==> config.mk <==
export PLATFORM = sky130hd
export DESIGN_NAME = serial_pair_comparator_flat
export DESIGN_NICKNAME = d
export VERILOG_FILES = /design/src/rtl/serial_pair_comparator_if.sv /design/src/rtl/serial_pair_comparator.sv /design/src/flat_wrapper.sv
export SDC_FILE = /design/constraint.sdc
export NUM_CORES = 1
export LEC_CHECK = 0
export CAP_MARGIN = 0
export CORE_ASPECT_RATIO = 0.6
export CORE_MARGIN = 3
export CORE_UTILIZATION = 37
export DETAILED_ROUTE_END_ITERATION = 6
export GPL_TIMING_DRIVEN = 0
export PLACE_DENSITY = 0.66
export RECOVER_POWER = 100
export REMOVE_ABC_BUFFERS = 1
export SYNTH_ARGS = -nofsm -noshare
export SYNTH_HDL_FRONTEND = slang
export SYNTH_SLANG_ARGS = --single-unit
==> constraint.sdc <==
create_clock -name clk -period 2.36 [get_ports clk]
set_clock_uncertainty 0.05 [all_clocks]
set_input_delay 0.236 -clock clk [delete_from_list [all_inputs] [get_ports clk]]
set_output_delay 0.236 -clock clk [all_outputs]
set_load 0.05 [all_outputs]
==> src/rtl/serial_pair_comparator_if.sv <==
// Request/result bundle for serial_pair_comparator.
// Handshake: a compare is accepted on any rising edge where start=1 and
// busy=0 (including the edge that ends the done cycle). done pulses for one
// cycle when eq/gt/lt become valid; valid stays high until the next accept.
// dbg_run and dbg_flags expose the FSM state and running e/g/l flags.
interface serial_pair_comparator_if #(
  parameter int N = 4
);
  localparam int W = 2 * N;

  logic         start;
  logic         signed_mode;
  logic [W-1:0] x;
  logic [W-1:0] y;
  logic         busy;
  logic         done;
  logic         valid;
  logic         eq;
  logic         gt;
  logic         lt;
  logic         dbg_run;
  logic [2:0]   dbg_flags;

  modport master (
    output start, signed_mode, x, y,
    input  busy, done, valid, eq, gt, lt, dbg_run, dbg_flags
  );

  modport slave (
    input  start, signed_mode, x, y,
    output busy, done, valid, eq, gt, lt, dbg_run, dbg_flags
  );
endinterface

==> src/rtl/serial_pair_comparator.sv <==
// Bit-serial 2N-bit magnitude comparator: one 2-bit pair per clock, MSB pair
// first, with running equal/greater/less flags. Signed operands are handled
// by swapping gt/lt at the end when the sign bits differ.
module serial_pair_comparator #(
  parameter int N = 4
) (
  input logic                     clk,
  input logic                     reset,
  serial_pair_comparator_if.slave bus
);
  localparam int W  = 2 * N;
  localparam int KW = (N > 1) ? $clog2(N) : 1;

  typedef enum logic {IDLE = 1'b0, RUN = 1'b1} state_t;

  state_t         state;
  state_t         state_nx;
  logic [W-1:0]   xr;
  logic [W-1:0]   yr;
  logic           sr;
  logic [KW-1:0]  k;
  logic           e;
  logic           g;
  logic           l;
  logic           accept;
  logic           finish;
  logic           last;
  logic [1:0]     xp;
  logic [1:0]     yp;
  logic           e_nx;
  logic           g_nx;
  logic           l_nx;
  logic           swap;
  logic           done_r;
  logic           valid_r;
  logic           eq_r;
  logic           gt_r;
  logic           lt_r;

  // Current pair under examination and the flag update it produces.
  assign last = (k == '0);
  assign xp   = xr[{k, 1'b0} +: 2];
  assign yp   = yr[{k, 1'b0} +: 2];
  assign g_nx = g | (e & (xp > yp));
  assign l_nx = l | (e & (xp < yp));
  assign e_nx = e & (xp == yp);
  // Differing sign bits in two's complement invert the unsigned ordering.
  assign swap = sr & (xr[W-1] ^ yr[W-1]);

  // FSM state register.
  always_ff @(posedge clk or posedge reset) begin
    if (reset) state <= IDLE;
    else       state <= state_nx;
  end

  // Next-state logic; accept and finish mark the two transition edges.
  always_comb begin
    state_nx = state;
    accept   = 1'b0;
    finish   = 1'b0;
    case (state)
      IDLE: begin
        if (bus.start) begin
          accept   = 1'b1;
          state_nx = RUN;
        end
      end
      RUN: begin
        if (last) begin
          finish   = 1'b1;
          state_nx = IDLE;
        end
      end
      default: state_nx = IDLE;
    endcase
  end

  // Operand capture and pair counter; counter holds at 0 on the last pair.
  always_ff @(posedge clk or posedge reset) begin
    if (reset) begin
      xr <= '0;
      yr <= '0;
      sr <= 1'b0;
      k  <= '0;
    end else if (accept) begin
      xr <= bus.x;
      yr <= bus.y;
      sr <= bus.signed_mode;
      k  <= KW'(N - 1);
    end else if (state == RUN && !last) begin
      k <= k - 1'b1;
    end
  end

  // Running flags: preset to "equal so far", then refined pair by pair.
  always_ff @(posedge clk or posedge reset) begin
    if (reset) begin
      e <= 1'b0;
      g <= 1'b0;
      l <= 1'b0;
    end else if (accept) begin
      e <= 1'b1;
      g <= 1'b0;
      l <= 1'b0;
    end else if (state == RUN) begin
      e <= e_nx;
      g <= g_nx;
      l <= l_nx;
    end
  end

  // Result registers: loaded with corrected flags as the last pair retires.
  always_ff @(posedge clk or posedge reset) begin
    if (reset) begin
      done_r  <= 1'b0;
      valid_r <= 1'b0;
      eq_r    <= 1'b0;
      gt_r    <= 1'b0;
      lt_r    <= 1'b0;
    end else begin
      done_r <= finish;
      if (finish) begin
        valid_r <= 1'b1;
        eq_r    <= e_nx;
        gt_r    <= swap ? l_nx : g_nx;
        lt_r    <= swap ? g_nx : l_nx;
      end else if (accept) begin
        valid_r <= 1'b0;
      end
    end
  end

  assign bus.busy      = (state == RUN);
  assign bus.done      = done_r;
  assign bus.valid     = valid_r;
  assign bus.eq        = eq_r;
  assign bus.gt        = gt_r;
  assign bus.lt        = lt_r;
  assign bus.dbg_run   = (state == RUN);
  assign bus.dbg_flags = {e, g, l};
endmodule

==> src/flat_wrapper.sv <==
// flat-port wrapper written by rule: the top's interface ports become plain ports
module serial_pair_comparator_flat 
#(
  parameter int N = 4
)
  (clk, reset, bus_start, bus_signed_mode, bus_x, bus_y, bus_busy, bus_done, bus_valid, bus_eq, bus_gt, bus_lt, bus_dbg_run, bus_dbg_flags);
  serial_pair_comparator_if #(.N(N)) bus_i ();
  input logic clk;
  input logic reset;
  input wire logic [$bits(bus_i.start)-1:0] bus_start;
  input wire logic [$bits(bus_i.signed_mode)-1:0] bus_signed_mode;
  input wire logic [$bits(bus_i.x)-1:0] bus_x;
  input wire logic [$bits(bus_i.y)-1:0] bus_y;
  output wire logic [$bits(bus_i.busy)-1:0] bus_busy;
  output wire logic [$bits(bus_i.done)-1:0] bus_done;
  output wire logic [$bits(bus_i.valid)-1:0] bus_valid;
  output wire logic [$bits(bus_i.eq)-1:0] bus_eq;
  output wire logic [$bits(bus_i.gt)-1:0] bus_gt;
  output wire logic [$bits(bus_i.lt)-1:0] bus_lt;
  output wire logic [$bits(bus_i.dbg_run)-1:0] bus_dbg_run;
  output wire logic [$bits(bus_i.dbg_flags)-1:0] bus_dbg_flags;
  assign bus_i.start = bus_start;
  assign bus_i.signed_mode = bus_signed_mode;
  assign bus_i.x = bus_x;
  assign bus_i.y = bus_y;
  assign bus_busy = bus_i.busy;
  assign bus_done = bus_i.done;
  assign bus_valid = bus_i.valid;
  assign bus_eq = bus_i.eq;
  assign bus_gt = bus_i.gt;
  assign bus_lt = bus_i.lt;
  assign bus_dbg_run = bus_i.dbg_run;
  assign bus_dbg_flags = bus_i.dbg_flags;
  serial_pair_comparator #(.N(N)) u_core (.clk(clk), .reset(reset), .bus(bus_i));
endmodule
==> qor.csv, run 1 <==
metric,value,unit
outcome,finished clean,
vias in the first global route,909,
first-pass GRT wire length,4257,um
Pwr Total,2.530,mW
area of the mapped netlist,1345,um2
CTS tree,yes,
area of placed instances,1632,um2
Fmax achieved,446.0,MHz
NumNets Final,155,
antenna cells,0,
drt drc,0,
final hold violations,0,
critical-path cell list,mux4_1 -> ha_1 -> nor2b_2 -> o211a_1 -> nor4_1 -> nor3_1,
WL per Instance,14.47,um
M1 WL,1185,um
io pins,30,
clk_lat worst skew,270,ps
WL final,2547,um
leakage,0.7589,nW
initial core utilization,0.3999,
Post-CTS Hold Fix Bufs,0,
1st-iter DRT viols,26,
RSZ-0062 raised after global routing,no,
WL met3,159,um
Met2 Routed Length,1186,um
worst-path fanout max,5,
die width,83.84,um
post-synth top area share,0.5209,
critical path's top delay family,multiplexers,
Chip Height,52.70,um
Final setup viols,0,
core box area,3363,um2
post-synthesis cell count,102,
Rel. slew slack,0.2974,
Netlist cell types,27,
Clock Tree Buf Depth,2,
Worst Slack Setup Final,117.9,ps
Core Rows,16,
syn avg cell area,13.19,um2
share of the yosys chip area belonging to registers,0.5209,
pwr dens,1475,nW/um2
most frequent cells in the layout,"clkdlybuf4s50_1, dfrtp_1, mux2_2, nor2_1, inv_1",
initial antenna violation count,0,
worst slew pin tran,1053,ps
"most common cell after layout, fill and taps aside",clkdlybuf4s50_1,
synthesis-stage register bit count,28,
Crit. End Element,flip-flop,
Worst Path Buf+Inv,0,
H-Tree Depth,1,
Setup crit start kind,flip-flop,
post-route cell area,1715,um2
total grt overflow,0,
Peak VDD IR,0.0006877,V
uppermost layer routed,met4,
Synth Warn #,0,
CP max stage cell,mux4_1,
Tot GR Track Use,0.1248,
Critical R2R Launch,u_core.k[0]$_DFFE_PP0P_,
"antenna viol nets, final",0,
"Slew Viols, Final",0,
Synth area leader,dfrtp_1,
detailed placer's ending HPWL,1839,um
GPL Wtd Cong,0.7479,
CP max stage delay,570,ps
Placement Setup Slack,-21.89,ps
P&R area growth vs syn,27.54,%
Crit path arrival time,2350,ps
vias,868,
Critical Path RT,2470,ps
Filler cells,287,
largest net degree at the start of global routing,29,
IO buf count,29,
fin crit share,0.9501,
Num CTS Buffers,3,
"CTS clk-pin slew, worst paths",90,ps
Hold Path Class,reg -> reg,
Hold Crit Start,u_core.bus.eq$_DFFE_PP0P_,
Final min period,2242,ps
Sink Count,28,
CP Class,reg -> reg,
share of cells above drive strength 1,0.2595,
Area contributors post-synth,"dfrtp_1, mux2_2, mux4_2, nor2_1, ha_1",
Max-Cap Viols,0,
vias per cell,4.932,
Pre-antenna DRT Iters,4,
CTS root buf,clkbuf_8,
Die ar.,4418,um2
worst setup path startpoint,u_core.k[0]$_DFFE_PP0P_,
==> area by class of cell <==
cell class	instances	area, um2	share of cell area
Clock buffer	4	55.05	0.03209
Sequential cell	28	701.9	0.4092
Timing Repair Buffer	32	312.8	0.1823
Tap cell	45	56.30	0.03282
Inverter	8	30.03	0.01751
Multi-Input combinational cell	59	559.3	0.3260
==> worst paths after layout <==
kind                       cells after the start  slack, ps                        end
max                                            6        120  u_core.bus.lt$_DFFE_PP0P_
min                                            1        460  u_core.bus.eq$_DFFE_PP0P_
max reg2reg                                    6        120  u_core.bus.lt$_DFFE_PP0P_
min reg2reg                                    1        460  u_core.bus.eq$_DFFE_PP0P_
max in group asynchronous                      2        960    u_core.k[0]$_DFFE_PP0P_
min in group asynchronous                      2        600   u_core.xr[3]$_DFFE_PP0P_
==> per-stage QoR <==
step                utilization  hold WS, ps  setup TNS, ps  instances
floorplan                     -        251.4              0         95
global placement         0.4851        423.2              0        169
detailed placement       0.4851        443.7         -43.65        169
CTS                      0.5019        465.7              0        173
global route             0.5100        473.3              0        176
finish                   0.5100        459.5              0        176
==> cell usage after synthesis <==
master / count
nor2_1: 12
nand2_4: 1
a2111oi_4: 1
a21oi_1: 4
clkbuf_8: 1
o211a_1: 1
mux4_1: 1
a22o_1: 1
nor2b_1: 1
buf_2: 1
ha_1: 3
dfrtp_1: 28
nand2_1: 3
nor3_1: 2
buf_4: 4
and2_4: 1
inv_1: 8
a211oi_1: 1
nor2_8: 1
a22oi_1: 1
xor2_1: 2
mux2_2: 17
mux4_2: 3
a31oi_1: 1
buf_6: 1
nor4_1: 1
o31ai_1: 1
==> kinds of logic after synthesis <==
| family | synth area share |
|---|---|
| fa+ha+maj | 0.02791 |
| simple gates | 0.08838 |
| mux | 0.2121 |
| flops | 0.5209 |
| buf+inv | 0.06697 |
| xor+xnor | 0.01303 |
| compound gates | 0.07071 |
==> metal layers <==
metal | track usage | up-vias
li1 | - | 413
met1 | 0.1654 | 425
met2 | 0.1979 | 28
met3 | 0.04082 | 2
met4 | 0.03476 | 0
met5 | 0 | -
==> timing repair <==
action	in CTS	in global routing
hold endpoints to repair	0	0
gates resized for setup	1	2
endpoints found under the setup margin	2	2
buffers inserted	0	3
==> power by group <==
group          internal (mW)  switching (mW)  total, mW
clock                  0.150           0.150      0.299
combinational          0.630           0.701       1.33
sequential             0.706           0.194      0.900
total                   1.49            1.04       2.53
==> sequential cells by signal (all words and copies together) (netlist names) <==
register          cells
u_core.bus.valid      1
u_core.bus.busy       1
u_core.l              1
u_core.bus.gt         1
u_core.e              1
u_core.bus.lt         1
u_core.bus.eq         1
u_core.yr             8
u_core.k              2
u_core.xr             8
u_core.g              1
u_core.sr             1
u_core.bus.done       1
Note: power is estimated with default switching activity, not from simulation.
==> run 2: changes to the inputs <==
- ABC_CLOCK_PERIOD_IN_PS: not set -> 2360
==> results of run 2 <==
The final DEF is identical to that of run 1; final timing and power are the same.
